File: src/rtl/axilite_read_addr_if.sv
// -----------------------------------------------------------------------------
// axilite_read_addr_if
//
// Bundles the AXI4-Lite read-address channel together with the head-of-queue
// view that the read-address front end hands to the read-data stage.
//
// Signals:
//   araddr        byte address from the AXI master
//   arprot        AXI protection bits
//   arvalid       address valid (master -> slave)
//   arready       address ready (slave -> master)
//   addr          head entry offset relative to the slave window
//   addr_good     head entry is present and legal
//   addr_err      head entry is present and illegal
//   deassert_addr consumer pop strobe for a good head entry
//   err_pop       consumer pop strobe for an error head entry
//
// Modports:
//   master  AXI master plus read-data stage (drives requests and pop strobes)
//   slave   the read-address front end itself
// -----------------------------------------------------------------------------
interface axilite_read_addr_if #(
  parameter int unsigned ADDR_SIZE = 32
);

  logic [ADDR_SIZE-1:0] araddr;
  logic [2:0]           arprot;
  logic                 arvalid;
  logic                 arready;

  logic [ADDR_SIZE-1:0] addr;
  logic                 addr_good;
  logic                 addr_err;
  logic                 deassert_addr;
  logic                 err_pop;

  modport master (
    output araddr,
    output arprot,
    output arvalid,
    input  arready,
    input  addr,
    input  addr_good,
    input  addr_err,
    output deassert_addr,
    output err_pop
  );

  modport slave (
    input  araddr,
    input  arprot,
    input  arvalid,
    output arready,
    output addr,
    output addr_good,
    output addr_err,
    input  deassert_addr,
    input  err_pop
  );

endinterface : axilite_read_addr_if

File: src/rtl/axilite_read_addr.sv
// -----------------------------------------------------------------------------
// axilite_read_addr
//
// AXI4-Lite read-address channel front end. Every accepted AR handshake is
// classified (window, alignment, protection) and stored in a small in-order
// queue. The head entry is presented to the read-data stage as a
// window-relative byte offset qualified by addr_good / addr_err, and leaves
// the queue when the read-data stage signals that it has been consumed. With
// DEPTH >= 2 the master can issue a second read while the first is still
// being answered.
//
// Ports:
//   clk   clock, all logic on the rising edge
//   rst   synchronous active-high reset; empties the queue
//   bus   axilite_read_addr_if.slave
//           araddr/arprot/arvalid  -> AR request, sampled on arvalid & arready
//           arready                <- ~rst & queue not full (registered count)
//           addr                   <- head offset (araddr - BASE_ADDR), 0 if empty
//           addr_good / addr_err   <- head present and legal / illegal
//           deassert_addr          -> pops the head when addr_good
//           err_pop                -> pops the head when addr_err
//
// Parameters:
//   ADDR_SIZE     width of araddr and addr
//   DATA_WIDTH    bus data width; alignment unit is DATA_WIDTH/8 bytes
//   BASE_ADDR     first byte address of the slave window
//   WINDOW_BYTES  window size in bytes, multiple of DATA_WIDTH/8
//   DEPTH         queue depth, power of two, >= 2
//   REQUIRE_PRIV  1 = reads with arprot[0] = 0 are illegal
// -----------------------------------------------------------------------------
module axilite_read_addr #(
  parameter int unsigned          ADDR_SIZE    = 32,
  parameter int unsigned          DATA_WIDTH   = 32,
  parameter logic [ADDR_SIZE-1:0] BASE_ADDR    = '0,
  parameter int unsigned          WINDOW_BYTES = 16,
  parameter int unsigned          DEPTH        = 2,
  parameter bit                   REQUIRE_PRIV = 1'b0
) (
  input  logic                clk,
  input  logic                rst,
  axilite_read_addr_if.slave  bus
);

  // ---------------------------------------------------------------------------
  // Derived constants
  // ---------------------------------------------------------------------------
  localparam int unsigned BYTES_PER_BEAT = DATA_WIDTH / 8;
  localparam int unsigned PTR_W          = $clog2(DEPTH);
  localparam int unsigned CNT_W          = PTR_W + 1;

  // Low address bits that must be zero for an aligned access.
  localparam logic [ADDR_SIZE-1:0] ALIGN_MASK  = ADDR_SIZE'(BYTES_PER_BEAT - 1);
  // Largest offset at which a whole beat still fits inside the window.
  localparam logic [ADDR_SIZE-1:0] LAST_OFFSET = ADDR_SIZE'(WINDOW_BYTES - BYTES_PER_BEAT);
  localparam logic [CNT_W-1:0]     FULL_COUNT  = CNT_W'(DEPTH);

  typedef logic [PTR_W-1:0] ptr_t;
  typedef logic [CNT_W-1:0] cnt_t;

  typedef struct packed {
    logic [ADDR_SIZE-1:0] offset;
    logic                 illegal;
  } entry_t;

  // ---------------------------------------------------------------------------
  // Queue state
  // ---------------------------------------------------------------------------
  entry_t mem [DEPTH];
  ptr_t   wr_ptr;
  ptr_t   rd_ptr;
  cnt_t   count;
  cnt_t   count_nxt;

  logic   push;
  logic   pop;
  logic   empty;
  entry_t head;

  // ---------------------------------------------------------------------------
  // Request classification
  // ---------------------------------------------------------------------------
  logic [ADDR_SIZE-1:0] offset_in;
  logic                 below_base;
  logic                 past_window;
  logic                 misaligned;
  logic                 priv_fail;
  entry_t               entry_in;

  // The subtraction wraps modulo 2^ADDR_SIZE; the range test uses it only once
  // the address is known to be at or above the base, so a wrapped offset from
  // a below-base address can never be mistaken for an in-window one, and the
  // window end is never computed as BASE_ADDR + WINDOW_BYTES (which could
  // overflow at the top of the address map).
  assign offset_in   = bus.araddr - BASE_ADDR;
  assign below_base  = bus.araddr < BASE_ADDR;
  assign past_window = ~below_base & (offset_in > LAST_OFFSET);
  assign misaligned  = (bus.araddr & ALIGN_MASK) != '0;
  assign priv_fail   = REQUIRE_PRIV & ~bus.arprot[0];

  assign entry_in.offset  = offset_in;
  assign entry_in.illegal = below_base | past_window | misaligned | priv_fail;

  // Only the privileged bit of arprot affects legality.
  logic unused_prot;
  assign unused_prot = ^bus.arprot[2:1];

  // ---------------------------------------------------------------------------
  // Handshake and pop decode
  // ---------------------------------------------------------------------------
  // arready depends on the registered count (and reset) only, so there is no
  // combinational path from arvalid. A full queue refuses the push even when a
  // pop happens in the same cycle; arready rises on the next cycle instead.
  assign bus.arready = ~rst & (count != FULL_COUNT);
  assign push        = bus.arvalid & bus.arready;

  // A strobe only pops the head entry of its own kind; the other strobe is
  // ignored, so a stray deassert_addr cannot retire an error entry.
  assign pop = (bus.deassert_addr & bus.addr_good) |
               (bus.err_pop       & bus.addr_err);

  // ---------------------------------------------------------------------------
  // Head presentation (no bypass: a new entry shows up the cycle after push)
  // ---------------------------------------------------------------------------
  assign empty         = (count == '0);
  assign head          = mem[rd_ptr];
  assign bus.addr      = empty ? '0 : head.offset;
  assign bus.addr_good = ~empty & ~head.illegal;
  assign bus.addr_err  = ~empty &  head.illegal;

  // ---------------------------------------------------------------------------
  // Next count
  // ---------------------------------------------------------------------------
  // NOTE: count_nxt is given a value before the case so that every path through
  // the block assigns it; without that default synthesis would infer a latch.
  always_comb begin
    count_nxt = count;
    case ({push, pop})
      2'b10:   count_nxt = count + 1'b1;
      2'b01:   count_nxt = count - 1'b1;
      default: count_nxt = count;  // idle, or push and pop cancel out
    endcase
  end

  // ---------------------------------------------------------------------------
  // Pointer and count registers
  // ---------------------------------------------------------------------------
  // NOTE: sequential state is written with non-blocking assignments so that
  // every register samples the pre-edge values of its neighbours, regardless
  // of statement order inside the block.
  always_ff @(posedge clk) begin
    if (rst) begin
      wr_ptr <= '0;
      rd_ptr <= '0;
      count  <= '0;
    end else begin
      // Pointers are log2(DEPTH) bits wide and wrap on their own.
      if (push) wr_ptr <= wr_ptr + 1'b1;
      if (pop)  rd_ptr <= rd_ptr + 1'b1;
      count <= count_nxt;
    end
  end

  // ---------------------------------------------------------------------------
  // Entry storage
  // ---------------------------------------------------------------------------
  // NOTE: the storage array is deliberately left out of reset. Its contents are
  // only observed through count, which is reset, so clearing it would add reset
  // fan-out to every bit for no functional gain.
  always_ff @(posedge clk) begin
    if (push) mem[wr_ptr] <= entry_in;
  end

endmodule : axilite_read_addr

File: src/flat_wrapper.sv
// flat-port wrapper written by rule: the top's interface ports become plain ports
module axilite_read_addr_flat 
#(
  parameter int unsigned          ADDR_SIZE    = 32,
  parameter int unsigned          DATA_WIDTH   = 32,
  parameter logic [ADDR_SIZE-1:0] BASE_ADDR    = '0,
  parameter int unsigned          WINDOW_BYTES = 16,
  parameter int unsigned          DEPTH        = 2,
  parameter bit                   REQUIRE_PRIV = 1'b0
)
  (clk, rst, bus_araddr, bus_arprot, bus_arvalid, bus_arready, bus_addr, bus_addr_good, bus_addr_err, bus_deassert_addr, bus_err_pop);
  axilite_read_addr_if #(.ADDR_SIZE(ADDR_SIZE)) bus_i ();
  input  logic clk;
  input  logic rst;
  input wire logic [$bits(bus_i.araddr)-1:0] bus_araddr;
  input wire logic [$bits(bus_i.arprot)-1:0] bus_arprot;
  input wire logic [$bits(bus_i.arvalid)-1:0] bus_arvalid;
  output wire logic [$bits(bus_i.arready)-1:0] bus_arready;
  output wire logic [$bits(bus_i.addr)-1:0] bus_addr;
  output wire logic [$bits(bus_i.addr_good)-1:0] bus_addr_good;
  output wire logic [$bits(bus_i.addr_err)-1:0] bus_addr_err;
  input wire logic [$bits(bus_i.deassert_addr)-1:0] bus_deassert_addr;
  input wire logic [$bits(bus_i.err_pop)-1:0] bus_err_pop;
  assign bus_i.araddr = bus_araddr;
  assign bus_i.arprot = bus_arprot;
  assign bus_i.arvalid = bus_arvalid;
  assign bus_arready = bus_i.arready;
  assign bus_addr = bus_i.addr;
  assign bus_addr_good = bus_i.addr_good;
  assign bus_addr_err = bus_i.addr_err;
  assign bus_i.deassert_addr = bus_deassert_addr;
  assign bus_i.err_pop = bus_err_pop;
  axilite_read_addr #(.ADDR_SIZE(ADDR_SIZE), .DATA_WIDTH(DATA_WIDTH), .BASE_ADDR(BASE_ADDR), .WINDOW_BYTES(WINDOW_BYTES), .DEPTH(DEPTH), .REQUIRE_PRIV(REQUIRE_PRIV)) u_core (.clk(clk), .rst(rst), .bus(bus_i));
endmodule
File: config.mk
export PLATFORM = sky130hd
export DESIGN_NAME = axilite_read_addr_flat
export DESIGN_NICKNAME = d
export VERILOG_FILES = /design/src/rtl/axilite_read_addr_if.sv /design/src/rtl/axilite_read_addr.sv /design/src/flat_wrapper.sv
export SDC_FILE = /design/constraint.sdc
export NUM_CORES = 1
export LEC_CHECK = 0
export CORE_MARGIN = 2
export CORE_UTILIZATION = 48
export DETAILED_ROUTE_END_ITERATION = 10
export PLACE_DENSITY = 0.79
export SLEW_MARGIN = 25
export SYNTH_ARGS = -nofsm -noshare
export SYNTH_HDL_FRONTEND = slang
export SYNTH_SLANG_ARGS = --single-unit
File: constraint.sdc
create_clock -name clk -period 2.4 [get_ports clk]
set_input_delay 0.48 -clock clk [delete_from_list [all_inputs] [get_ports clk]]
set_output_delay 0.48 -clock clk [all_outputs]
set_load 0.05 [all_outputs]
==> metrics <==
outcome=finished clean; TritonCTS clock tree=done; max cap viols=0; count of final setup violators=0; area leader, netlist=edfxtp_1; DRT Pass-1 Iters=4; CTS buffer count=9; Clock Power Share=17.4%; ANT cells=0; Power Density=about 1200 nW/um^2; Final Power=between 0.004 and 0.005 W; final setup margin=0.239 ns; Port Buffers=slightly above 70; Seq cells post-synth=71; Vias/cell=~5.2; Fin Setup TNS=0 ns; CTS sink cnt=71; fraction of power spent switching nets=a little over two fifths; Syn Area/Cell=15.6 sq um; Clk Latency, worst-skew pair=~0.33 ns; Synth-to-Final Area Change=35.5%; gr ovfl total=0; Critical Path Start Type=flop; Internal=between 0.002 and 0.003 W; DRT iter0 DRCs=50; critical path class=reg2out; clk root buf=clkbuf_8; Final Wtd Congestion=about 0.73; fin crit period=approximately 2.2 ns; post-CTS repair timing setup buffer count=0; R2R cell count=5; FP Rows=27; data arrival time of the worst path=between 1.5 and 2 ns; clk slew on worst S/H paths=roughly 0.07 ns; Synth Instances=181; Initial Util=about half; LEAKAGE=between 1 and 1.5 nW; wire length on met2=between 2000 and 3000 um; Post-DP HPWL=about 3500 um; vias=1,747; WL final=approximately 5200 um; YS warnings=0; Worst Skew=0.00532 ns; fin crit share=between 90% and 100%; syn nets=around 220; die width=~81 um; Worst IR Drop VDD=roughly 0.00063 V; Critical Path End=bus_addr[19]; Seq pwr share=34.1%; WP data required=1.92 ns; Yosys top cell area share=70.1%; transition time of the tightest slew-check pin=roughly 0.37 ns; most common cell after layout, fill and taps aside=edfxtp_1; slew margin rel.=approximately three quarters; Core Box Area=roughly 5600 sq um; critical path launch point=u_core.count[0]$_SDFFE_PP0P_; RSZ-0062 raised after global routing=false; layout cell share with drive strength beyond 1=between 20 and 25%; most frequent cells in the layout=edfxtp_1, nor2_1, clkdlybuf4s50_1; clk buf depth=2; all-layer global routing usage=approximately 18%; met1 wire length=2050 um; post-route ant nets=0; FF-to-FF End=u_core.count[1]$_SDFFE_PP0P_; pin count of the biggest net entering global routing=34; Post-Syn Area=around 2800 sq um; global-route wire length before repair=8130 um; initial antenna violation count=0; worst hold path class=reg2reg; Max Slew Vio Count=0; placed instance count=321; Unique masters post-synth=26; Comb power frac=approximately half; flop2flop setup slack=approximately 0.53 ns; fin cells=around 340; Residual DRC=0; Die Y=80.7 um; worst-path fanout max=21; CTS Hold Buffers Added=0; Synth area leaders=edfxtp_1, mux2i_1, nor2_1; # nets final=between 300 and 400; Setup WS pre-CTS=roughly 0.14 ns; Routed WL per cell=between 15 and 20 um; vias in the first global route=roughly 1,800; I/O pins=75; top sig layer=met4; register area share after synthesis=between 70% and 80%; NetSw=roughly 0.0019 W; final hold viol count=0; CP Capture Type=output port; H-tree levels=3; die area=around 6500 sq um; met3 WL=between 200 and 300 um; Peak Freq=463 MHz
[metal layers]
layer	GRT usage, %	up-vias
met3	4.67	17
met4	12.4	0
li1	-	833
met5	0	-
met2	29.2	58
met1	19.6	839
[per-stage QoR]
stage | instance area [sq um] | utilization (%) | hold WS, ns
4_1_cts | 3830 | 68.3 | 0.493
3_5_place_dp | 3670 | 65.4 | 0.482
5_1_grt | 3830 | 68.3 | 0.526
3_3_place_gp | 3670 | 65.4 | 0.465
2_1_floorplan | 2830 | - | 0.451
6_report | 3830 | 68.3 | 0.492
[sequential cells by signal (all words and copies together) (netlist names), named ones only]
signal	count
u_core.count	2
u_core.mem	66
u_core.wr_ptr	1
u_core.rd_ptr	1
[power groups by stage]
| stage | clock network, W | registers (W) | logic (W) |
|---|---|---|---|
| 4_1_cts | 0.000788 | 0.00151 | 0.00217 |
| 3_3_place_gp | 0 | 0.00153 | 0.00214 |
| 6_report | 0.000769 | 0.00151 | 0.00214 |
| 5_1_grt | 0.000852 | 0.00152 | 0.00225 |
| 3_5_place_dp | 0 | 0.00153 | 0.00216 |
| 2_1_floorplan | 0 | 0.00150 | 0.00145 |
[timing repair]
| item | 4_1_cts | 5_1_grt |
|---|---|---|
| resized for setup | 1 | 0 |
| endpoints found under the setup margin | 1 | 0 |
| hold endpoints to repair | 0 | 0 |
[cell families (layout without fill, tap and decap cells)]
logic type      after synthesis  in the layout  share of synthesized area (%)
compound gates                6              6                           1.15
xor+xnor                      2              2                          0.620
fa+ha+maj                     1              1                          0.443
buf+inv                      11             95                           1.90
flops                        71             71                           73.7
mux                          36             36                           13.4
simple gates                 54             54                           8.81
[worst min path at each step]
stage	from	cells after the start	slack, ns	end
after floorplan	u_core.wr_ptr$_SDFFE_PP0P_	2	0.45	u_core.wr_ptr$_SDFFE_PP0P_
after global placement	u_core.wr_ptr$_SDFFE_PP0P_	2	0.46	u_core.wr_ptr$_SDFFE_PP0P_
after detailed placement	u_core.wr_ptr$_SDFFE_PP0P_	2	0.48	u_core.wr_ptr$_SDFFE_PP0P_
after CTS	u_core.wr_ptr$_SDFFE_PP0P_	2	0.49	u_core.wr_ptr$_SDFFE_PP0P_
after global routing	u_core.wr_ptr$_SDFFE_PP0P_	2	0.53	u_core.wr_ptr$_SDFFE_PP0P_
final	u_core.wr_ptr$_SDFFE_PP0P_	2	0.49	u_core.wr_ptr$_SDFFE_PP0P_
[critical path: stages (launching register included)]
cell and delay [ns]:
dfxtp_1 0.39, nor2_4 0.32, buf_4 0.32, nor2_1 0.14
buf_12 0.17
[cell type report]
| class | instances | area [sq um] |
|---|---|---|
| clock buffer | 12 | 135 |
| clock inverter | 4 | 22.5 |
| fill | 419 | 1780 |
| inverter | 2 | 7.51 |
| multi-input combinational | 99 | 699 |
| sequential | 71 | 2080 |
| tap | 72 | 90.1 |
| timing repair buffer | 77 | 793 |
[cells in the mapped netlist]
master    count
clkbuf_1      4
mux2i_2       1
nor2_1       37
a21oi_1       2
mux2i_4       1
or3_1         2
xnor2_1       1
o21ai_0       3
nor2b_1       3
clkbuf_2      1
nand4_1       1
and4_1        1
and3_1        1
dfxtp_1       5
ha_1          1
nor3_1        1
buf_2         3
or4_1         2
o31ai_1       1
mux2i_1      32
inv_1         2
edfxtp_1     66
mux2_1        2
xor2_1        1
nor4_1        6
buf_6         1
(Power assumes the default switching activity.)
